File: src/rtl/rsclk02a_pkg.sv
// rsclk02a_pkg -- shared constants for the fractional baud-tick generator.
// Divisor presets assume a 50 MHz F50Clk, 16x oversampling and an 8-bit
// fractional field; divisor = 50e6 / (16 * baud) split into int + frac/256.
package rsclk02a_pkg;

  localparam int PRESET_INT_W  = 16;
  localparam int PRESET_FRAC_W = 8;

  // Reset divisor: 325 + 133/256 cycles per os_tick gives 9600 bps at 16x.
  localparam int RST_DIV_INT  = 325;
  localparam int RST_DIV_FRAC = 133;

  // Smallest integer divisor the counter can honour; smaller requests are
  // raised to this value when they are captured.
  localparam int DIV_INT_MIN = 2;

  typedef struct packed {
    logic [PRESET_INT_W-1:0]  divInt;
    logic [PRESET_FRAC_W-1:0] divFrac;
  } divPreset_t;

  typedef enum logic [3:0] {
    BAUD_2400,
    BAUD_4800,
    BAUD_9600,
    BAUD_19200,
    BAUD_38400,
    BAUD_57600,
    BAUD_115200,
    BAUD_230400,
    BAUD_460800,
    BAUD_921600,
    BAUD_6M25
  } baud_e;

  localparam divPreset_t DIV_2400   = '{divInt: 16'd1302, divFrac: 8'd21};
  localparam divPreset_t DIV_4800   = '{divInt: 16'd651,  divFrac: 8'd11};
  localparam divPreset_t DIV_9600   = '{divInt: 16'd325,  divFrac: 8'd133};
  localparam divPreset_t DIV_19200  = '{divInt: 16'd162,  divFrac: 8'd195};
  localparam divPreset_t DIV_38400  = '{divInt: 16'd81,   divFrac: 8'd97};
  localparam divPreset_t DIV_57600  = '{divInt: 16'd54,   divFrac: 8'd65};
  localparam divPreset_t DIV_115200 = '{divInt: 16'd27,   divFrac: 8'd32};
  localparam divPreset_t DIV_230400 = '{divInt: 16'd13,   divFrac: 8'd144};
  localparam divPreset_t DIV_460800 = '{divInt: 16'd6,    divFrac: 8'd200};
  localparam divPreset_t DIV_921600 = '{divInt: 16'd3,    divFrac: 8'd100};
  // 6.25 MHz oversample rate (8 cycles per os_tick). A true 6.25 Mbps bit
  // rate at 16x would need a sub-cycle divisor, below the clamp minimum.
  localparam divPreset_t DIV_6M25   = '{divInt: 16'd8,    divFrac: 8'd0};

  // Look up the divisor pair for a named rate.
  function automatic divPreset_t presetFor(input baud_e baud);
    divPreset_t p;
    p = DIV_9600;
    case (baud)
      BAUD_2400:   p = DIV_2400;
      BAUD_4800:   p = DIV_4800;
      BAUD_9600:   p = DIV_9600;
      BAUD_19200:  p = DIV_19200;
      BAUD_38400:  p = DIV_38400;
      BAUD_57600:  p = DIV_57600;
      BAUD_115200: p = DIV_115200;
      BAUD_230400: p = DIV_230400;
      BAUD_460800: p = DIV_460800;
      BAUD_921600: p = DIV_921600;
      BAUD_6M25:   p = DIV_6M25;
      default:     p = DIV_9600;
    endcase
    return p;
  endfunction

endpackage

File: src/rtl/rsclk02a_if.sv
// rsclk02a_if -- divisor configuration bus between the register block
// (master) and the baud-tick generator (slave). cfg_load is a one-cycle
// request; cfg_ack is a one-cycle pulse once the new divisor is live.
interface rsclk02a_if
  import rsclk02a_pkg::*;
#(
  parameter int INT_W  = PRESET_INT_W,
  parameter int FRAC_W = PRESET_FRAC_W
);

  logic [INT_W-1:0]  cfg_div_int;
  logic [FRAC_W-1:0] cfg_div_frac;
  logic              cfg_load;
  logic              cfg_ack;

  modport master (
    output cfg_div_int,
    output cfg_div_frac,
    output cfg_load,
    input  cfg_ack
  );

  modport slave (
    input  cfg_div_int,
    input  cfg_div_frac,
    input  cfg_load,
    output cfg_ack
  );

endinterface

File: src/rtl/rsclk02a_frac.sv
// rsclk02a_frac -- fractional period counter. Counts divInt (+1 when the
// previous terminal carried) cycles per os period; the fractional part is
// accumulated at each terminal so that 2^FRAC_W periods span exactly
// 2^FRAC_W*divInt + divFrac cycles. term is a combinational strobe decoded
// from registered state only.
module rsclk02a_frac #(
  parameter int INT_W  = 16,
  parameter int FRAC_W = 8
) (
  input  logic              F50Clk,
  input  logic              reset,
  input  logic              en,
  input  logic              clear,
  input  logic [INT_W-1:0]  divInt,
  input  logic [FRAC_W-1:0] divFrac,
  output logic              term
);

  localparam logic [INT_W:0] CNT_ONE = (INT_W+1)'(1);

  logic [INT_W:0]  cnt;
  logic [INT_W:0]  period;
  logic [FRAC_W-1:0] fracAcc;
  logic            carry;
  logic [FRAC_W:0] fracSum;

  // Current period length and next fractional accumulator value.
  // NOTE: every always_comb output is assigned on every path (here
  // unconditionally); a missed branch would infer a latch.
  always_comb begin
    period  = {1'b0, divInt} + {{INT_W{1'b0}}, carry};
    fracSum = {1'b0, fracAcc} + {1'b0, divFrac};
  end

  assign term = en && (cnt == period - CNT_ONE);

  // Period counter and fractional accumulator.
  // NOTE: sequential state uses non-blocking assignments so every register
  // samples pre-edge values, independent of statement order.
  always_ff @(posedge F50Clk) begin
    if (reset || clear) begin
      cnt     <= '0;
      fracAcc <= '0;
      carry   <= 1'b0;
    end else if (term) begin
      cnt              <= '0;
      {carry, fracAcc} <= fracSum;
    end else begin
      cnt <= cnt + CNT_ONE;
    end
  end

endmodule

File: src/rtl/rsclk02a.sv
// rsclk02a -- fractional baud-tick generator (os_tick / bit_tick).
// Holds the oversample phase, the divisor load/ack handshake and the
// optional gated bit clock; period counting lives in rsclk02a_frac.
// Build option: define RSCLK02A_GATED_CLK_EN to drive gatedClk from a
// cgate01a clock gate enabled by bit_tick; otherwise gatedClk is tied low.
module rsclk02a
  import rsclk02a_pkg::*;
#(
  parameter int OS_RATIO = 16,
  parameter int INT_W    = 16,
  parameter int FRAC_W   = 8
) (
  input  logic                        F50Clk,
  input  logic                        reset,
  input  logic                        en,
  input  logic                        resync,
  rsclk02a_if.slave                   cfgIf,
  output logic                        os_tick,
  output logic                        bit_tick,
  output logic [$clog2(OS_RATIO)-1:0] os_phase,
  output logic                        gatedClk
);

  localparam int PH_W = $clog2(OS_RATIO);

  localparam logic [INT_W-1:0]  RST_INT  = INT_W'(RST_DIV_INT);
  localparam logic [FRAC_W-1:0] RST_FRAC = FRAC_W'(RST_DIV_FRAC);
  localparam logic [INT_W-1:0]  MIN_INT  = INT_W'(DIV_INT_MIN);
  localparam logic [PH_W-1:0]   PH_ONE   = PH_W'(1);

  logic [INT_W-1:0]  divInt;
  logic [FRAC_W-1:0] divFrac;
  logic [INT_W-1:0]  pendInt;
  logic [FRAC_W-1:0] pendFrac;
  logic              pend;
  logic [PH_W-1:0]   phase;

  logic [INT_W-1:0]  capInt;
  logic [INT_W-1:0]  nextInt;
  logic [FRAC_W-1:0] nextFrac;
  logic              term;
  logic              bitTerm;
  logic              apply;
  logic              fracClear;

  // Clamp, pending-value selection and apply decision. A load arriving in
  // the same cycle as an apply opportunity is applied directly (last wins).
  always_comb begin
    capInt    = (cfgIf.cfg_div_int < MIN_INT) ? MIN_INT : cfgIf.cfg_div_int;
    nextInt   = cfgIf.cfg_load ? capInt : pendInt;
    nextFrac  = cfgIf.cfg_load ? cfgIf.cfg_div_frac : pendFrac;
    bitTerm   = term && (&phase);
    apply     = (pend || cfgIf.cfg_load) && (bitTerm || !en || resync);
    fracClear = !en || resync || apply;
  end

  rsclk02a_frac #(
    .INT_W  (INT_W),
    .FRAC_W (FRAC_W)
  ) uFrac (
    .F50Clk  (F50Clk),
    .reset   (reset),
    .en      (en),
    .clear   (fracClear),
    .divInt  (divInt),
    .divFrac (divFrac),
    .term    (term)
  );

  // Registered tick outputs and the oversample phase; resync swallows a
  // terminal falling in its own cycle.
  always_ff @(posedge F50Clk) begin
    if (reset) begin
      os_tick       <= 1'b0;
      bit_tick      <= 1'b0;
      cfgIf.cfg_ack <= 1'b0;
      phase         <= '0;
    end else begin
      os_tick       <= term && !resync;
      bit_tick      <= bitTerm && !resync;
      cfgIf.cfg_ack <= apply;
      if (!en || resync) begin
        phase <= '0;
      end else if (term) begin
        phase <= phase + PH_ONE;
      end
    end
  end

  // Divisor capture into the pending slot and transfer to the live divisor.
  always_ff @(posedge F50Clk) begin
    if (reset) begin
      divInt   <= RST_INT;
      divFrac  <= RST_FRAC;
      pendInt  <= RST_INT;
      pendFrac <= RST_FRAC;
      pend     <= 1'b0;
    end else if (apply) begin
      divInt  <= nextInt;
      divFrac <= nextFrac;
      pend    <= 1'b0;
    end else if (cfgIf.cfg_load) begin
      pendInt  <= capInt;
      pendFrac <= cfgIf.cfg_div_frac;
      pend     <= 1'b1;
    end
  end

  assign os_phase = phase;

`ifdef RSCLK02A_GATED_CLK_EN
  cgate01a uGate (
    .clk  (F50Clk),
    .en   (bit_tick),
    .test (1'b0),
    .gclk (gatedClk)
  );
`else
  assign gatedClk = 1'b0;
`endif

endmodule

File: src/flat_wrapper.sv
// flat-port wrapper written by rule: the top's interface ports become plain ports
module rsclk02a_flat import rsclk02a_pkg::*;
#(
  parameter int OS_RATIO = 16,
  parameter int INT_W    = 16,
  parameter int FRAC_W   = 8
)
  (F50Clk, reset, en, resync, os_tick, bit_tick, os_phase, gatedClk, cfgIf_cfg_div_int, cfgIf_cfg_div_frac, cfgIf_cfg_load, cfgIf_cfg_ack);
  rsclk02a_if #(.INT_W(INT_W), .FRAC_W(FRAC_W)) cfgIf_i ();
  input  logic F50Clk;
  input  logic reset;
  input  logic en;
  input  logic resync;
  output logic os_tick;
  output logic bit_tick;
  output logic [$clog2(OS_RATIO)-1:0] os_phase;
  output logic gatedClk;
  input wire logic [$bits(cfgIf_i.cfg_div_int)-1:0] cfgIf_cfg_div_int;
  input wire logic [$bits(cfgIf_i.cfg_div_frac)-1:0] cfgIf_cfg_div_frac;
  input wire logic [$bits(cfgIf_i.cfg_load)-1:0] cfgIf_cfg_load;
  output wire logic [$bits(cfgIf_i.cfg_ack)-1:0] cfgIf_cfg_ack;
  assign cfgIf_i.cfg_div_int = cfgIf_cfg_div_int;
  assign cfgIf_i.cfg_div_frac = cfgIf_cfg_div_frac;
  assign cfgIf_i.cfg_load = cfgIf_cfg_load;
  assign cfgIf_cfg_ack = cfgIf_i.cfg_ack;
  rsclk02a #(.OS_RATIO(OS_RATIO), .INT_W(INT_W), .FRAC_W(FRAC_W)) u_core (.F50Clk(F50Clk), .reset(reset), .en(en), .resync(resync), .cfgIf(cfgIf_i), .os_tick(os_tick), .bit_tick(bit_tick), .os_phase(os_phase), .gatedClk(gatedClk));
endmodule
File: config.mk
export PLATFORM = sky130hd
export DESIGN_NAME = rsclk02a_flat
export DESIGN_NICKNAME = d
export VERILOG_FILES = /design/src/rtl/rsclk02a_pkg.sv /design/src/rtl/rsclk02a_if.sv /design/src/rtl/rsclk02a_frac.sv /design/src/rtl/rsclk02a.sv /design/src/flat_wrapper.sv
export SDC_FILE = /design/constraint.sdc
export NUM_CORES = 1
export LEC_CHECK = 0
export ABC_CLOCK_PERIOD_IN_PS = 3500
export BUFFER_PORTS_ARGS = -buffer_cell sky130_fd_sc_hd__buf_2
export CAP_MARGIN = 10
export CORE_ASPECT_RATIO = 1.1
export CORE_MARGIN = 2
export CORE_UTILIZATION = 40
export DETAILED_ROUTE_END_ITERATION = 6
export SLEW_MARGIN = 5
export SYNTH_ARGS = -nofsm -noshare
export SYNTH_HDL_FRONTEND = slang
export SYNTH_SLANG_ARGS = --single-unit
File: constraint.sdc
create_clock -name F50Clk -period 3.5 [get_ports F50Clk]
set_clock_uncertainty 0.2 [all_clocks]
set_input_delay 0.35 -clock F50Clk [delete_from_list [all_inputs] [get_ports F50Clk]]
set_output_delay 0.35 -clock F50Clk [all_outputs]
set_load 0.01 [all_outputs]
==> run_results.csv, run 1 <==
group,metric,value,unit
run_status,status,"complete, no violations",
power,p_leak,1.96,nW
power,p_seq_share,47.7,%
power,p_int,1.56,mW
timing,setup_viol_count_final,0,
final_layout,drive_above_1_share,15.0,%
clocking,cts_buffers,9,
drt,drc,0,
power,pwr-share-clk,41.9,%
timing,final_hold_viol_count,0,
yosys,yosysSeqAreaShare,37.5,%
power,power.density,411,mW/mm^2
worst_setup_path,worstPathArrival,3310,ps
global_routing,grtUsageMet1,24.0,%
worst_hold_path,min_path_type,"input pin to flip-flop",
drt,wl,9.79,mm
drt,drtIter0Drc,168,
worst_setup_path,start_kind,"flip-flop",
final_layout,area_growth,15.3,%
clocking,postCtsHoldBufs,0,
clocking,clk_pin_slew,60,ps
timing,hold_ws,47.5,ps
floorplanning,core.rowCount,40,
floorplanning,die_height,114,microns
final_layout,finalNetCount,564,
timing,finalCritPeriodShare,94.0,%
yosys,netlist_area,0.00438,sq mm
drt,avgViaCountPerCell,5.35,
yosys,async_flop_share,0,%
drt,via_count,3609,
yosys,synth_nets,533,
yosys,ys_ff_latch,82,
yosys,yosys.area_share.simple,21.9,%
worst_setup_path,worstPathRequired,3520,ps
yosys,synth_top_family_by_area,"simple AND/OR/NAND/NOR gates",
power,ir_worst_vdd,0.218,mV
yosys,synth_xor_xnor_area_share,8.40,%
clocking,cts.sinks,82,
power,power.total,2.08,mW
global_routing,grt_overflow,0,
global_routing,use_met3,2.80,%
placement,place_area,0.00472,sq mm
drt,avgRoutedWirePerCell,14.5,microns
yosys,synth_cell_types,66,
drt,firstDrtPassIters,4,
yosys,ys_warn_count,0,
floorplanning,pin_count,37,
global_routing,grt.total_usage,17.5,%
timing,max_slew_margin,36.1,%
yosys,synth_ff_type,"dfxtp_1",
global_routing,grt_pass1_wl,16.9,mm
yosys,synthMuxAreaShare,8.55,%
worst_setup_path,crit_path_end_kind,"flip-flop",
timing,worst_pin_slew,956,ps
global_routing,grt_max_degree,34,
global_routing,antenna_found_initial,0,
worst_setup_path,path_class,"flip-flop to flip-flop",
global_routing,grt_pass1_vias,3454,
floorplanning,coreArea,0.0108,sq mm
drt,ant_nets,0,
clocking,cts_buffer_depth,2,
global_routing,grt.busiest_layer,"met2",
global_routing,use_met2,27.6,%
clocking,cts_root_buf,"clkbuf_16",
yosys,synthCells,491,
final_layout,fin_area,0.00505,sq mm
run,max_cap_viol_count,0,
final_layout,num_antenna_cells,0,
timing,fin_crit,3290,ps
floorplanning,dieArea,0.0118,sq mm
placement,portBuffers,35,
power,netSwitchingFraction,25.0,%
worst_setup_path,cp_max_fo,12,
floorplanning,die_w,104,microns
timing,report.final.slew_viol_count,0,
yosys,synth_adder_area_share,3.89,%
placement,hpwl,7.22,mm
floorplanning,start_util,40.5,%
clocking,clk_latency,330,ps
yosys,synth_area_per_cell,8.91,sq um
timing,fmaxAchievable,304,MHz
yosys,synth_edf_count,0,
clocking,tritoncts,"built",
clocking,htree_levels,3,
placement,gp_congestion,0.872,
power,combPwrFrac,10.4,%
power,switchingPower,518,uW
yosys,synth-compound-area-share,15.9,%
## cell usage after synthesis, types with 2 or more instances
master	count	share of area, %
a21oi_1	21	2.4
dfxtp_1	82	38
mux2i_1	34	7.8
xor2_1	16	3.2
a311oi_1	2	0.40
nor2b_1	9	1.3
ha_1	12	3.4
o31ai_1	3	0.51
nor4_1	6	0.86
or3_1	3	0.43
xnor2_1	26	5.2
nor3_1	11	1.3
nand4_1	8	1.1
a21o_1	16	2.7
buf_2	4	0.46
nand4b_1	2	0.40
o21ai_0	4	0.46
nor3b_1	2	0.34
clkbuf_1	21	1.8
or4_1	3	0.51
nand3_1	26	3.0
and3_1	8	1.1
or3b_1	2	0.40
mux2_2	3	0.77
nand3b_1	2	0.34
o21ai_1	2	0.23
o2bb2ai_1	12	2.4
nand2b_1	2	0.29
nor2_1	47	4.0
a211oi_1	9	1.5
o211ai_1	4	0.69
inv_1	10	0.86
nand2_1	39	3.3
o211a_1	2	0.46
buf_1	2	0.17
o32a_1	6	1.4
## per-layer routing
| layer | vias up | routed length, microns |
|---|---|---|
| met1 | 1702 | 4910 |
| met5 | - | 0 |
| li1 | 1828 | - |
| met3 | 14 | 284 |
| met4 | 0 | 188 |
| met2 | 65 | 4410 |
## kinds of logic (layout without fill, tap and decap cells)
| logic type | after synthesis | count (layout) |
|---|---|---|
| AO/OA/AOI/OAI | 94 | 94 |
| XOR/XNOR | 42 | 42 |
| adder cells (fa/ha/maj) | 13 | 13 |
| buffers and inverters | 40 | 75 |
| flip-flops | 82 | 82 |
| multiplexers | 37 | 37 |
| other | 1 | 1 |
| AND/OR/NAND/NOR | 182 | 183 |
## critical path, cell delays in order, from the launching register on
cell and delay [ps]:
dfxtp_1 290, inv_1 60, ha_1 200, or4b_1 510
o311ai_0 300, o41a_1 280, a2111oi_2 70, nor4b_4 160
buf_4 180, nor3b_4 550, buf_4 290, o2bb2ai_1 80
## layout make-up
cell class / instances / area [sq um]
Fill cell: 1104 / 5760
Timing Repair Buffer: 48 / 285
Clock buffer: 12 / 246
Clock inverter: 4 / 27.5
Tap cell: 147 / 184
Sequential cell: 82 / 1640
Multi-Input combinational cell: 370 / 2620
Inverter: 11 / 41.3
## sequential cells by signal, indices dropped and copies added (netlist names)
name / count
u_core.uFrac.cnt: 17
u_core.divInt: 16
u_core.pendInt: 16
u_core.divFrac: 8
u_core.pendFrac: 8
u_core.uFrac.fracAcc: 8
u_core.os_phase: 4
u_core.bit_tick: 1
u_core.cfgIf.cfg_ack: 1
u_core.os_tick: 1
u_core.pend: 1
u_core.uFrac.carry: 1
## cell usage in the layout, fill, tap and decap left out, drive strengths merged, types with 4 or more instances in the layout
cell	Yosys	layout
a211oi	9	9
nor3b	3	4
xnor2	26	26
nor3	11	11
nor2	47	47
o2bb2ai	12	12
o21ai	6	6
nand3	26	26
nor4	8	8
and3	8	8
nand2	40	40
buf	8	48
a21oi	21	21
a21o	16	16
nor2b	9	9
o211ai	4	4
xor2	16	16
inv	10	10
mux2i	34	34
nand4	8	8
o32a	6	6
clkinv	1	5
clkbuf	21	12
dfxtp	82	82
ha	12	12
## metrics by stage
step                      std cells  worst slack [ps]  utilization [%]  TNS (ps)
after floorplan                 491               303                -         0
after global placement          656               144             43.6         0
after detailed placement        656             -27.2             43.6      -218
after CTS                       672              26.4             46.2         0
after global routing            674             -13.1             46.7     -16.2
final                           674               211             46.7         0
## final timing paths
| kind | cells after the start | end | slack (ps) | start |
|---|---|---|---|---|
| worst max-delay path | 11 | u_core.pendInt[9] | 210 | u_core.uFrac.carry |
| worst min register to register | 2 | u_core.pendFrac[5] | 260 | u_core.pendFrac[5] |
| worst max register to register | 11 | u_core.pendInt[9] | 210 | u_core.uFrac.carry |
| worst min-delay path | 2 | u_core.pendInt[4] | 50 | cfgIf_cfg_div_int[4] |
## power by group through the flow
stage                     registers, mW  logic (mW)  clock network, mW
after floorplan                    1.00       0.154                  0
after global placement             1.01       0.207                  0
after detailed placement           1.01       0.212                  0
after CTS                         0.988       0.213              0.892
after global routing              0.993       0.241              0.933
final                             0.990       0.217              0.870
## what timing repair did
action                     4_1_cts  5_1_grt
setup endpoints to repair       11       58
hold endpoints to repair         0        0
resized for setup                1        6
gates cloned                     0        1
buffers inserted                 0        1
(Power assumes the default switching activity.)
==> run 2, diff against run 1 <==
--- a/config.mk
+++ b/config.mk
@@ -13,6 +13,6 @@
 export CORE_UTILIZATION = 40
 export DETAILED_ROUTE_END_ITERATION = 6
-export SLEW_MARGIN = 5
 export SYNTH_ARGS = -nofsm -noshare
 export SYNTH_HDL_FRONTEND = slang
+export SYNTH_HIERARCHICAL = 1
 export SYNTH_SLANG_ARGS = --single-unit
==> constraint.sdc (replaced) <==
create_clock -name F50Clk -period 3.5 [get_ports F50Clk]
set_clock_uncertainty 0.2 [all_clocks]
set_input_delay 0.175 -clock F50Clk [delete_from_list [all_inputs] [get_ports F50Clk]]
set_output_delay 0.175 -clock F50Clk [all_outputs]
set_load 0.01 [all_outputs]
==> run_results.csv, run 2 <==
group,metric,value,unit
timing,setup_viol_count_final,63,
yosys,synthCells,427,
clocking,htree_levels,3,
timing,fin_crit,3610,ps
yosys,synthTopCellsByCount,"dfxtp_1 (82), mux2i_1 (34), nand2_1 (28)",
drt,drc,0,
worst_hold_path,worstHoldEndpoint,"u_core/pendInt[1]",
clocking,cts_buffers,9,
final_layout,num_antenna_cells,0,
final_layout,final_util,52.6,%
clocking,cts_buffer_depth,2,
worst_setup_path,worstPathArrival,3670,ps
yosys,synth_area_per_cell,9.68,sq um
drt,wl,9.79,mm
yosys,synth_nets,469,
yosys,synth_edf_count,0,
final_layout,fin_area,0.00526,sq mm
global_routing,grt_pass1_vias,3423,
drt,drtIter0Drc,142,
final_layout,finalNetCount,545,
worst_hold_path,min_path_type,"input pin to flip-flop",
clocking,cts_root_buf,"clkbuf_8",
worst_setup_path,path_class,"flip-flop to flip-flop",
floorplanning,pin_count,37,
clocking,tritoncts,"built",
placement,portBuffers,35,
worst_hold_path,hp-start,"reset",
drt,firstDrtPassIters,6,
yosys,netlist.area_leader.share,39.7,%
worst_setup_path,crit_path_end_kind,"flip-flop",
floorplanning,die_w,101,microns
global_routing,antenna_found_initial,0,
placement,place_area,0.00470,sq mm
worst_setup_path,cp_cell_sequence,"inv_2 > ha_4 > or4b_4 > or2_1 > o21a_1 > nor4_4 > o2111ai_2 > nand3b_1 > nor4b_4 > nand4_4 > nand3_1 > nor2_1 > buf_6 > a22o_1",
final_layout,largestRegisters,"u_core/uFrac/cnt x17, u_core/divInt x16, u_core/pendInt x16",
timing,worst_pin_slew,829,ps
drt,avgViaCountPerCell,5.43,
timing,final_hold_viol_count,0,
power,ir_worst_vdd,0.242,mV
timing,setup_slack,-113,ps
clocking,clk_latency,360,ps
timing,rsz0062_at_grt,"yes",
power,p_leak,2.02,nW
global_routing,grt_pass1_wl,16.5,mm
final_layout,mostFrequentLayoutCell,"dfxtp_1",
yosys,synth_cell_types,62,
worst_setup_path,cp_max_fo,16,
yosys,ys_warn_count,6,
yosys,yosysSeqAreaShare,39.7,%
timing,report.final.slew_viol_count,0,
final_layout,largest_reg_flops,17,
worst_setup_path,worst-path-buf-inv,2,
final_layout,area_growth,27.1,%
drt,via_count,3408,
worst_setup_path,rrSetupSlack,-110,ps
power,power.density,368,mW/mm^2
worst_setup_path,timing.rr.end,"u_core/pendInt[4]",
worst_setup_path,slowest_delay,450,ps
timing,max_slew_margin,44.7,%
timing,finalCritPeriodShare,103,%
floorplanning,core.rowCount,38,
run,max_cap_viol_count,0,
final_layout,largest_register,"u_core/uFrac/cnt",
yosys,yosysMostFrequentCell,"dfxtp_1",
global_routing,grt_overflow,0,
worst_setup_path,slowest_stage,"or4b_4",
global_routing,grt.total_usage,18.4,%
floorplanning,dieArea,0.0112,sq mm
final_layout,final_cell_mix,"dfxtp_1 (80), buf_2 (35), mux2i_1 (34), nand2_1 (28), dlygate4sd3_1 (23)",
worst_hold_path,worstHoldPathCells,2,
clocking,cts.sinks,82,
placement,hpwl,7.11,mm
worst_setup_path,rr_worst_depth,14,
yosys,synth_ff_type,"dfxtp_1",
yosys,ys_ff_latch,82,
run_status,violations,"negative setup slack",
drt,ant_nets,0,
clocking,clk_pin_slew,90,ps
worst_setup_path,start_kind,"flip-flop",
global_routing,grt_max_degree,30,
timing,fmaxAchievable,277,MHz
yosys,synthTopCellsByArea,"dfxtp_1 (40%), mux2i_1 (8.2%), xnor2_1 (4.4%)",
yosys,netlist_area,0.00414,sq mm
floorplanning,start_util,41.4,%
worst_setup_path,worstPathRequired,3550,ps
placement,gp_congestion,0.864,
final_layout,drive_above_1_share,24.6,%
worst_setup_path,r2r_start,"u_core/divInt[0]",
yosys,async_flop_share,0,%
yosys,synth_largest_area_cell,"dfxtp_1",
timing,hold_ws,56.3,ps
worst_setup_path,path_delay_family,"simple AND/OR/NAND/NOR gates",
floorplanning,coreArea,0.00998,sq mm
drt,avgRoutedWirePerCell,15.6,microns
floorplanning,die_height,111,microns
run_status,status,"finished with violations",
-- run 2: changes by cell type in the layout (fill, tap and decap cells not counted), moves of 15 or more --
| cell | before | now |
|---|---|---|
| nor2_1 | 47 | 20 |
| dlygate4sd3_1 | 0 | 23 |
| nand3_1 | 26 | 8 |
| a21oi_1 | 21 | 4 |
| a21o_1 | 16 | 1 |
| a22o_1 | 1 | 16 |
-- run 2: per-layer routing --
metal / part of all wire [%] / GRT usage (%) / up-vias
li1: - / - / 1718
met2: 50 / 30.8 / 56
met3: 2.9 / 4.18 / 13
met5: 0 / 0 / -
met1: 45 / 23.1 / 1621
met4: 1.8 / 6.04 / 0
-- run 2: worst max path at each step --
stage          cells after the start  slack, ps            endpoint              from
6_report                          14       -110   u_core/pendInt[4]  u_core/divInt[0]
5_1_grt                           14       -310   u_core/pendInt[4]  u_core/divInt[0]
3_3_place_gp                      13         20  u_core/uFrac/carry  u_core/divInt[0]
3_5_place_dp                      13       -110  u_core/uFrac/carry  u_core/divInt[0]
2_1_floorplan                     15       -120  u_core/pendFrac[1]  u_core/divInt[0]
4_1_cts                           13         -6    u_core/divInt[0]  u_core/divInt[0]
-- run 2: cell families after synthesis --
logic type      synth area share (%)
fa+ha+maj                       4.11
simple gates                    19.2
mux                             8.23
compound gates                  16.2
xor+xnor                        8.68
other cells                   0.0907
buf+inv                         3.78
flops                           39.7
-- run 2: worst register-to-register path, delay by kind of cell (launching register included) --
| family | cells | cell delay (ps) |
|---|---|---|
| AND/OR/NAND/NOR | 8 | 2000 |
| adder cells (fa/ha/maj) | 1 | 130 |
| flip-flops | 1 | 330 |
| buffers and inverters | 2 | 240 |
| AO/OA/AOI/OAI | 3 | 610 |
-- run 2: layout make-up --
| cell class | instances | area [sq um] |
|---|---|---|
| multi-input combinational | 314 | 2540 |
| clock buffer | 9 | 124 |
| tap | 120 | 150 |
| fill | 897 | 4730 |
| sequential | 82 | 1640 |
| inverter | 9 | 36.3 |
| timing repair buffer | 87 | 684 |
| clock inverter | 7 | 76.3 |
-- run 2: where the power goes --
| part | switching [mW] | internal [mW] |
|---|---|---|
| sequential | 0.0222 | 0.960 |
| combinational | 0.119 | 0.120 |
| clock | 0.377 | 0.336 |
| total | 0.518 | 1.42 |
-- run 2: repair_timing --
action | 4_1_cts | 5_1_grt
endpoints found under the hold margin | 46 | 0
pin swaps | 0 | 17
resized for setup | 4 | 23
hold buffers | 23 | 0
endpoints found under the setup margin | 47 | 76
gates cloned | 0 | 0
buffers inserted | 0 | 1
-- run 2: metrics by stage --
stage	power, mW	TNS, ps	setup slack (ps)	cells
floorplan	1.13	-2230	-122	427
global placement	1.20	0	17.6	588
detailed placement	1.21	-534	-109	588
CTS	1.94	-6.07	-5.85	627
global route	2.02	-18490	-310	628
finish	1.93	-3740	-113	628
==> run 3, diff against run 2 <==
Settings changed: ABC_CLOCK_PERIOD_IN_PS 3500 to 3440, PLACE_DENSITY_LB_ADDON from default to 0.2.
Clock period 3.5 ns to 3.44 ns, I/O delays scaled along.
==> run_results.csv, run 3 (synthesis gave the netlist of run 2 again) <==
group,metric,value,unit
drt,avgRoutedWirePerCell,15.7,microns
timing,max_slew_margin,45.3,%
drt,avgViaCountPerCell,5.44,
drt,drtIter0Drc,160,
placement,place_ws,-78.1,ps
clocking,cts_buffer_depth,2,
placement,hpwl,7.16,mm
power,power.density,373,mW/mm^2
timing,final_hold_viol_count,0,
timing,fmaxAchievable,289,MHz
global_routing,grt_overflow,0,
clocking,clk_pin_slew,80,ps
drt,drc,0,
worst_setup_path,worstPathRequired,3550,ps
final_layout,regArea,0.00164,sq mm
worst_hold_path,worstHoldPathCells,3,
worst_setup_path,path_class,"flip-flop to flip-flop",
clocking,clk_latency,370,ps
placement,portBuffers,35,
worst_setup_path,rrSetupSlack,-20,ps
clocking,tritoncts,"built",
final_layout,multiInputGateArea,0.00254,sq mm
placement,place_area,0.00471,sq mm
timing,worst_pin_slew,821,ps
run_status,status,"finished with violations",
timing,tns,-22.2,ps
global_routing,antenna_found_initial,0,
worst_setup_path,cp_cell_sequence,"inv_2 > ha_4 > or4b_4 > or2_1 > o21a_1 > nor4_2 > o2111ai_2 > nand3b_1 > nor4b_4 > nand4_4 > and2_4 > a21oi_4 > buf_4 > a22o_1",
final_layout,fin_area,0.00529,sq mm
timing,setup_viol_count_final,3,
final_layout,mostFrequentLayoutCell,"dfxtp_1",
worst_setup_path,crit_path_end_kind,"flip-flop",
worst_setup_path,startpoint,"u_core/divInt[0]",
floorplanning,coreArea,0.00998,sq mm
worst_setup_path,slowest_delay,460,ps
worst_setup_path,cp_max_fo,5,
clocking,cts.sinks,82,
final_layout,num_antenna_cells,0,
floorplanning,die_w,101,microns
timing,setup_slack,-16.1,ps
final_layout,finalNetCount,551,
floorplanning,core.rowCount,38,
clocking,cts_buffers,9,
timing,rsz0062_at_grt,"yes",
final_layout,drive_above_1_share,24.7,%
drt,via_count,3449,
final_layout,largest_reg_flops,17,
power,ir_worst_vdd,0.242,mV
final_layout,finalNonFillerCells,634,
worst_setup_path,endpoint,"u_core/pendFrac[4]",
floorplanning,die_height,111,microns
global_routing,grt_pass1_wl,16.7,mm
worst_setup_path,worstPathArrival,3570,ps
timing,finalCritPeriodShare,100,%
global_routing,grt_max_degree,30,
placement,placedCellCount,591,
worst_setup_path,start_kind,"flip-flop",
global_routing,grt.total_usage,18.8,%
power,p_leak,2.05,nW
clocking,cts_root_buf,"clkbuf_8",
worst_setup_path,rr_worst_depth,14,
final_layout,final_util,53.0,%
global_routing,grt_pass1_vias,3496,
worst_setup_path,timing.rr.end,"u_core/pendFrac[4]",
timing,fin_crit,3460,ps
final_layout,final_cell_mix,"dfxtp_1 (80), buf_2 (36), mux2i_1 (34), nand2_1 (28), buf_4 (26)",
final_layout,largestRegisters,"u_core/uFrac/cnt x17, u_core/divInt x16, u_core/pendInt x16",
run,max_cap_viol_count,0,
worst_setup_path,r2r_start,"u_core/divInt[0]",
placement,gp_congestion,0.857,
drt,firstDrtPassIters,4,
floorplanning,dieArea,0.0112,sq mm
drt,ant_nets,0,
worst_hold_path,min_path_type,"input pin to flip-flop",
final_layout,fillers,929,
clocking,htree_levels,3,
final_layout,largest_register,"u_core/uFrac/cnt",
drt,wl,9.98,mm
final_layout,area_growth,27.9,%
run_status,violations,"negative setup slack",
worst_setup_path,slowest_stage,"or4b_4",
timing,report.final.slew_viol_count,0,
floorplanning,start_util,41.4,%
floorplanning,pin_count,37,
run 3: power breakdown:
part           total, mW  internal (mW)  switching [mW]
combinational      0.248          0.126           0.122
sequential         0.998          0.976          0.0221
clock              0.729          0.346           0.383
run 3: worst min path at each step:
stage | startpoint | endpoint
after CTS | reset | u_core/pendInt[1]
after detailed placement | resync | u_core/os_tick
after global placement | resync | u_core/os_tick
final | cfgIf_cfg_div_int[0] | u_core/pendInt[0]
after global routing | cfgIf_cfg_div_int[0] | u_core/pendInt[0]
after floorplan | resync | u_core/os_tick
run 3: area by class of cell:
| class | instances | share of cell area [%] |
|---|---|---|
| Inverter | 9 | 0.662 |
| Tap cell | 120 | 2.84 |
| Clock buffer | 10 | 2.41 |
| Multi-Input combinational cell | 314 | 48.0 |
| Clock inverter | 6 | 1.37 |
| Sequential cell | 82 | 31.1 |
| Timing Repair Buffer | 93 | 13.6 |
run 3: stage by stage:
step                power (mW)  hold slack (ps)
floorplan                 1.15             56.7
global placement          1.23              160
detailed placement        1.23              167
CTS                       1.99             6.56
global route              2.07             44.5
finish                    1.98             47.2
run 3: worst max-delay path: cells and delay by family, from the launching register on:
| kind | cells | cell delay, ps |
|---|---|---|
| simple gates | 7 | 1840 |
| flops | 1 | 330 |
| fa+ha+maj | 1 | 150 |
| buf+inv | 2 | 220 |
| compound gates | 4 | 660 |
run 3: routing by layer:
layer | wire, microns | share of wire [%] | track usage (%) | up-vias
li1 | - | - | - | 1726
met1 | 4320 | 43 | 22.3 | 1652
met2 | 5210 | 52 | 32.5 | 59
met3 | 319 | 3.2 | 4.81 | 12
met4 | 137 | 1.4 | 6.49 | 0
met5 | 0 | 0 | 0 | -
run 3: timing repair:
action                                 CTS  global route
cloned                                   0             1
pin swaps                                1            11
buffers inserted                         2             1
endpoints found under the hold margin   46             1
hold buffers                            23             1
setup endpoints to repair               65            80
gates resized for setup                  8            18
